**src/rtl/wb_pkg.sv**
```systemverilog
// Shared Wishbone definitions: bus widths, the buffered CPU request record
// and the master FSM state type.
package wb_pkg;

  localparam int unsigned WB_ADDR_W = 16;
  localparam int unsigned WB_DATA_W = 16;
  localparam int unsigned WB_SEL_W  = 4;

  // One buffered CPU request, exactly what the bus cycle needs.
  typedef struct packed {
    logic                 we;
    logic [WB_ADDR_W-1:0] adr;
    logic [WB_DATA_W-1:0] data;
    logic [WB_SEL_W-1:0]  sel;
  } wb_req_t;

  typedef enum logic {
    IDLE,
    BUS
  } wb_mst_state_e;

endpackage

```
**src/rtl/wb_req_fifo.sv**
```systemverilog
// Synchronous request FIFO of wb_req_t. DEPTH must be a power of two so the
// pointers wrap naturally. Full/empty come straight from the registered count.
module wb_req_fifo
  import wb_pkg::*;
#(
  parameter int unsigned DEPTH = 2
) (
  input  logic    i_clk,
  input  logic    i_rst,
  input  logic    i_push,
  input  wb_req_t i_wdata,
  input  logic    i_pop,
  output wb_req_t o_rdata,
  output logic    o_full,
  output logic    o_empty
);

  localparam int unsigned PTR_W = (DEPTH > 1) ? $clog2(DEPTH) : 1;
  localparam int unsigned CNT_W = $clog2(DEPTH + 1);

  wb_req_t          r_mem [DEPTH];
  logic [PTR_W-1:0] r_wr_ptr;
  logic [PTR_W-1:0] r_rd_ptr;
  logic [CNT_W-1:0] r_count;
  logic             w_push;
  logic             w_pop;
  logic             w_full;

  assign w_full = (r_count == CNT_W'(DEPTH));
  assign w_pop  = i_pop && (r_count != '0);
  // A simultaneous pop frees the slot being written, so push-while-full is safe.
  assign w_push = i_push && (!w_full || w_pop);

  // Storage array; contents are don't-care until written, so no reset.
  always_ff @(posedge i_clk) begin
    if (w_push) begin
      r_mem[r_wr_ptr] <= i_wdata;
    end
  end

  // Pointers and occupancy count.
  always_ff @(posedge i_clk or posedge i_rst) begin
    if (i_rst) begin
      r_wr_ptr <= '0;
      r_rd_ptr <= '0;
      r_count  <= '0;
    end else begin
      if (w_push) r_wr_ptr <= r_wr_ptr + PTR_W'(1);
      if (w_pop)  r_rd_ptr <= r_rd_ptr + PTR_W'(1);
      case ({w_push, w_pop})
        2'b10:   r_count <= r_count + CNT_W'(1);
        2'b01:   r_count <= r_count - CNT_W'(1);
        default: r_count <= r_count;
      endcase
    end
  end

  assign o_rdata = r_mem[r_rd_ptr];
  assign o_full  = w_full;
  assign o_empty = (r_count == '0);

endmodule

```
**src/rtl/wb_cpu_master.sv**
```systemverilog
// CPU load/store to Wishbone bridge. Requests are buffered in wb_req_fifo and
// each one runs a single-beat classic Wishbone cycle, answered by a one-cycle
// rsp_valid pulse. Define WB_CPU_MASTER_TIMEOUT_EN to abort cycles that see no
// ack within TIMEOUT_CYC bus cycles (reported with rsp_err = 1).
module wb_cpu_master
  import wb_pkg::*;
#(
  parameter int unsigned ADDR_W      = WB_ADDR_W,
  parameter int unsigned DATA_W      = WB_DATA_W,
  parameter int unsigned SEL_W       = WB_SEL_W,
  parameter int unsigned FIFO_DEPTH  = 2,
  parameter int unsigned TIMEOUT_CYC = 255
) (
  input  logic              clk,
  input  logic              reset,
  input  logic              req_valid,
  output logic              req_ready,
  input  logic              req_we,
  input  logic [ADDR_W-1:0] req_adr,
  input  logic [DATA_W-1:0] req_data,
  input  logic [SEL_W-1:0]  req_sel,
  output logic              rsp_valid,
  output logic [DATA_W-1:0] rsp_data,
  output logic              rsp_err,
  output logic [ADDR_W-1:0] adr_out,
  output logic [DATA_W-1:0] data_out,
  input  logic [DATA_W-1:0] data_in,
  output logic              we,
  output logic [SEL_W-1:0]  sel_out,
  output logic              cyc_out,
  output logic              stb_out,
  input  logic              ack_in
);

  // Elaboration-time parameter sanity checks.
  if (FIFO_DEPTH < 2 || (FIFO_DEPTH & (FIFO_DEPTH - 1)) != 0) begin : g_bad_depth
    $error("wb_cpu_master: FIFO_DEPTH must be a power of two >= 2");
  end
  if (TIMEOUT_CYC == 0) begin : g_bad_timeout
    $error("wb_cpu_master: TIMEOUT_CYC must be non-zero");
  end

  wb_mst_state_e     r_state;
  logic              r_cyc;
  logic              r_stb;
  logic              r_we;
  logic [ADDR_W-1:0] r_adr;
  logic [DATA_W-1:0] r_data;
  logic [SEL_W-1:0]  r_sel;
  logic              r_rsp_valid;
  logic [DATA_W-1:0] r_rsp_data;
  logic              r_rsp_err;

  wb_req_t w_push_req;
  wb_req_t w_head;
  logic    w_full;
  logic    w_empty;
  logic    w_push;
  logic    w_pop;
  logic    w_to_hit;

  // Ready is held low throughout reset, otherwise it tracks the registered full flag.
  assign req_ready  = !w_full && !reset;
  assign w_push     = req_valid && req_ready;
  assign w_push_req = '{we: req_we, adr: req_adr, data: req_data, sel: req_sel};
  // The head entry stays queued for the whole bus cycle and leaves as BUS exits.
  assign w_pop      = (r_state == BUS) && (ack_in || w_to_hit);

  wb_req_fifo #(
    .DEPTH (FIFO_DEPTH)
  ) u_req_fifo (
    .i_clk   (clk),
    .i_rst   (reset),
    .i_push  (w_push),
    .i_wdata (w_push_req),
    .i_pop   (w_pop),
    .o_rdata (w_head),
    .o_full  (w_full),
    .o_empty (w_empty)
  );

`ifdef WB_CPU_MASTER_TIMEOUT_EN
  localparam int unsigned TO_W = ($clog2(TIMEOUT_CYC + 1) > 8) ? $clog2(TIMEOUT_CYC + 1) : 8;

  logic [TO_W-1:0] r_to_cnt;

  // Count unacked BUS cycles; held at zero outside BUS so every cycle starts fresh.
  always_ff @(posedge clk or posedge reset) begin
    if (reset) begin
      r_to_cnt <= '0;
    end else if (r_state != BUS) begin
      r_to_cnt <= '0;
    end else if (!ack_in) begin
      r_to_cnt <= r_to_cnt + TO_W'(1);
    end
  end

  assign w_to_hit = (r_state == BUS) && (r_to_cnt == TO_W'(TIMEOUT_CYC - 1));
`else
  assign w_to_hit = 1'b0;
`endif

  // Master FSM: launch the FIFO head, wait for ack (or timeout), respond.
  always_ff @(posedge clk or posedge reset) begin
    if (reset) begin
      r_state     <= IDLE;
      r_cyc       <= 1'b0;
      r_stb       <= 1'b0;
      r_we        <= 1'b0;
      r_adr       <= '0;
      r_data      <= '0;
      r_sel       <= '0;
      r_rsp_valid <= 1'b0;
      r_rsp_data  <= '0;
      r_rsp_err   <= 1'b0;
    end else begin
      r_rsp_valid <= 1'b0;
      r_rsp_data  <= '0;
      r_rsp_err   <= 1'b0;
      case (r_state)
        IDLE: begin
          if (!w_empty) begin
            r_we    <= w_head.we;
            r_adr   <= w_head.adr;
            r_data  <= w_head.data;
            r_sel   <= w_head.sel;
            r_cyc   <= 1'b1;
            r_stb   <= 1'b1;
            r_state <= BUS;
          end
        end
        BUS: begin
          // Ack wins over a timeout landing on the same cycle.
          if (ack_in) begin
            r_cyc       <= 1'b0;
            r_stb       <= 1'b0;
            r_rsp_valid <= 1'b1;
            r_rsp_data  <= r_we ? '0 : data_in;
            r_state     <= IDLE;
          end else if (w_to_hit) begin
            r_cyc       <= 1'b0;
            r_stb       <= 1'b0;
            r_rsp_valid <= 1'b1;
            r_rsp_err   <= 1'b1;
            r_state     <= IDLE;
          end
        end
        default: r_state <= IDLE;
      endcase
    end
  end

  assign cyc_out   = r_cyc;
  assign stb_out   = r_stb;
  assign we        = r_we;
  assign adr_out   = r_adr;
  assign data_out  = r_data;
  assign sel_out   = r_sel;
  assign rsp_valid = r_rsp_valid;
  assign rsp_data  = r_rsp_data;
  assign rsp_err   = r_rsp_err;

endmodule

```
**config.mk**
```make
export PLATFORM = sky130hd
export DESIGN_NAME = wb_cpu_master
export DESIGN_NICKNAME = d
export VERILOG_FILES = /design/src/rtl/wb_pkg.sv /design/src/rtl/wb_req_fifo.sv /design/src/rtl/wb_cpu_master.sv
export SDC_FILE = /design/constraint.sdc
export NUM_CORES = 1
export LEC_CHECK = 0
export ABC_AREA = 1
export CAP_MARGIN = 15
export CORE_MARGIN = 2
export CORE_UTILIZATION = 25
export DETAILED_ROUTE_END_ITERATION = 16
export SYNTH_ARGS = -nofsm -noshare
export SYNTH_HDL_FRONTEND = slang
export SYNTH_SLANG_ARGS = --single-unit
```
**constraint.sdc**
```tcl
create_clock -name clk -period 3.9 [get_ports clk]
set_input_delay 0.78 -clock clk [delete_from_list [all_inputs] [get_ports clk]]
set_output_delay 0.78 -clock clk [all_outputs]
set_load 0.005 [all_outputs]
```
==> results.json <==
{
  "maxCapViolations": 0,
  "cp_common_cell": "clkdlybuf4s50_1",
  "synthMuxAreaShare": 0,
  "setup_viol": 0,
  "post_cts_resized": 0,
  "max-vdd-ir-drop_mv": 0.289,
  "powerDensity_mw_per_mm2": 725,
  "clkTransAtPathRegs_ns": 0.06,
  "r2r_cells": 5,
  "dp_cells": 807,
  "fin_ws_ns": 1.26,
  "vias": 3235,
  "ys_ff_latch": 134,
  "synth_top_family_by_area": "simple AND/OR/NAND/NOR gates",
  "cp-start-kind": "input pin",
  "portBuffers": 113,
  "final_nets": 619,
  "yosysWarningCount": 0,
  "fin_crit_sh": 0.676,
  "clockBufferDepth": 2,
  "drc": 0,
  "leakagePower_uw": 0.00305,
  "syn-instance-count": 444,
  "rows": 51,
  "outcome": "complete, no violations",
  "crit_slowest_cell": "clkdlybuf4s50_1",
  "slew_violations": 0,
  "final_cell_mix": "nand2_1 (231), clkdlybuf4s50_1 (113), edfxtp_1 (74)",
  "overflow": 0,
  "ios": 115,
  "grt_max_degree": 40,
  "holdWs_ns": 0.470,
  "gp_congestion": 0.704,
  "grt_antenna_before_repair": 0,
  "critical_path_class": "input pin to output port",
  "max_stage_delay_ns": 0.51,
  "cts.sinks": 134,
  "final_hold_viol_count": 0,
  "grt_pass1_vias": 3193,
  "critical_path.top_delay_family": "buffers and inverters",
  "final_cells": 839,
  "syn_area_mm2": 0.00496,
  "insertedDiodeCount": 0,
  "r2r_start": "u_req_fifo.r_rd_ptr$_DFFE_PP0P_",
  "synthAdderAreaFrac": 0.00252,
  "synth_compound_area_frac": 0.00581,
  "post_drt_wl_per_cell_um": 12.6,
  "whs_endpoint": "u_req_fifo.r_wr_ptr$_DFFE_PP0P_",
  "cts_tree": "yes",
  "hold_start": "u_req_fifo.r_wr_ptr$_DFFE_PP0P_",
  "start_util": 0.255,
  "cts_setup_buffers": 0,
  "clk_latency_ns": 0.41,
  "skew_ns": 0.00925,
  "via_per_inst": 3.86,
  "drive_above_1_share": 0.0732,
  "reg2reg_slack_ns": 1.95,
  "rsz0062_at_grt": "false",
  "drt_iter0_markers": 103,
  "max-slew-margin-rel": 0.276,
  "cp-end-kind": "output port",
  "die_area_mm2": 0.0210,
  "place_ws_ns": 1.26,
  "dieWidth_um": 145,
  "hold_path.class": "flip-flop to flip-flop",
  "fillers": 1959,
  "drt_first_pass_iters": 4,
  "postRouteAntennaNets": 0,
  "fin_crit_ns": 2.64,
  "core_area_mm2": 0.0195,
  "ctsHtreeMaxLevel": 4,
  "synth-simple-area-share": 0.197,
  "cts.hold.buffers_added": 0,
  "area_growth_pct": 40.2,
  "track_usage": 0.110,
  "synth_seq_area_share": 0.751,
  "synth_nets": 502,
  "grt_first_pass_wirelength_um": 16700,
  "yosysUniqueCellTypes": 18,
  "cp_num_buf_inv": 2,
  "fmax_mhz": 379,
  "numCtsBuffers": 17,
  "worst_pin_slew_ns": 1.08,
  "cp.required_ns": 3.12,
  "worstPathCellList": "clkdlybuf4s50_1 -> a21oi_1 -> clkdlybuf4s50_1",
  "synth_xor_area_frac": 0.00177,
  "setup_tns_ns": 0,
  "syn_area_per_cell_um2": 11.2,
  "drt-total-wl_um": 10600,
  "cp.arrival_ns": 1.86,
  "cts_root_buf": "clkbuf_16",
  "holdPathStages": 2,
  "die_h_um": 145,
  "crit_fanout": 2,
  "final_common_cell": "nand2_1",
  "dp_hpwl_um": 6520,
  "reg2reg_to": "we$_DFFE_PP0P_",
  "power_uw": 5040
}
how the worst max path moves through the flow:
stage                from                          endpoint  cells after the start
global placement    reset                         req_ready                      3
detailed placement  reset                         req_ready                      3
global route        reset                         req_ready                      3
CTS                 reset                         req_ready                      3
floorplan           reset  u_req_fifo.r_mem[1][0]$_DFFE_PP_                      3
finish              reset                         req_ready                      3
metal layers:
layer,vias to the layer above,track usage,share of wire
met3,14,0.0375,0.069
met4,0,0.0491,0.016
met1,1494,0.130,0.42
li1,1632,-,-
met2,95,0.181,0.49
met5,-,0,0
cells by family (layout without fill, tap and decap cells):
family,after synthesis,count (layout)
other,1,1
adder cells (fa/ha/maj),1,1
buffers and inverters,45,175
AND/OR/NAND/NOR,257,257
flip-flops,134,134
XOR/XNOR,1,1
AO/OA/AOI/OAI,5,5
per-stage QoR:
| stage | util | instance area [um^2] |
|---|---|---|
| floorplan | - | 4960 |
| global placement | 0.327 | 6360 |
| detailed placement | 0.327 | 6360 |
| CTS | 0.357 | 6950 |
| global route | 0.357 | 6950 |
| finish | 0.357 | 6950 |
cell usage after synthesis:
cell / count / area share
xnor2_1: 1 / 0.0018
edfxtp_1: 74 / 0.45
o21ai_2: 1 / 0.0018
nand3_1: 2 / 0.0020
conb_1: 1 / 0.00076
ha_1: 1 / 0.0025
dfrtp_1: 60 / 0.30
o21ai_0: 2 / 0.0020
clkbuf_1: 2 / 0.0015
nor2_2: 2 / 0.0025
a21oi_1: 2 / 0.0020
buf_4: 3 / 0.0045
nor2_1: 20 / 0.015
nand2_1: 231 / 0.17
nand4_1: 2 / 0.0025
buf_6: 1 / 0.0023
buf_2: 12 / 0.012
inv_1: 27 / 0.020
layout make-up:
cell class,instances,area (um^2),share of cell area
inverter,27,103,0.0148
clock buffer,22,495,0.0713
clock inverter,10,92.6,0.0133
timing repair buffer,116,1150,0.166
tap,265,332,0.0477
multi-input combinational,265,1050,0.151
sequential,134,3720,0.536
worst register-to-register path, cell delays in order (launching register included):
cell and delay (ns):
dfrtp_2 0.88, inv_2 0.54, nand2_1 0.16, nand2_1 0.06
nand2_1 0.06, o21ai_0 0.09
flip-flops by register name, summed over array words and instances, names as in the netlist:
signal / cells
stb_out: 1
sel_out: 4
u_req_fifo.r_count: 2
we: 1
u_req_fifo.r_mem: 74
u_req_fifo.r_wr_ptr: 1
rsp_valid: 1
r_state: 1
u_req_fifo.r_rd_ptr: 1
adr_out: 16
data_out: 16
rsp_data: 16
power breakdown:
group	switching, uW	internal, uW
Clock	588	966
Combinational	737	666
Sequential	227	1860
Power figures use the tool's default switching activity.
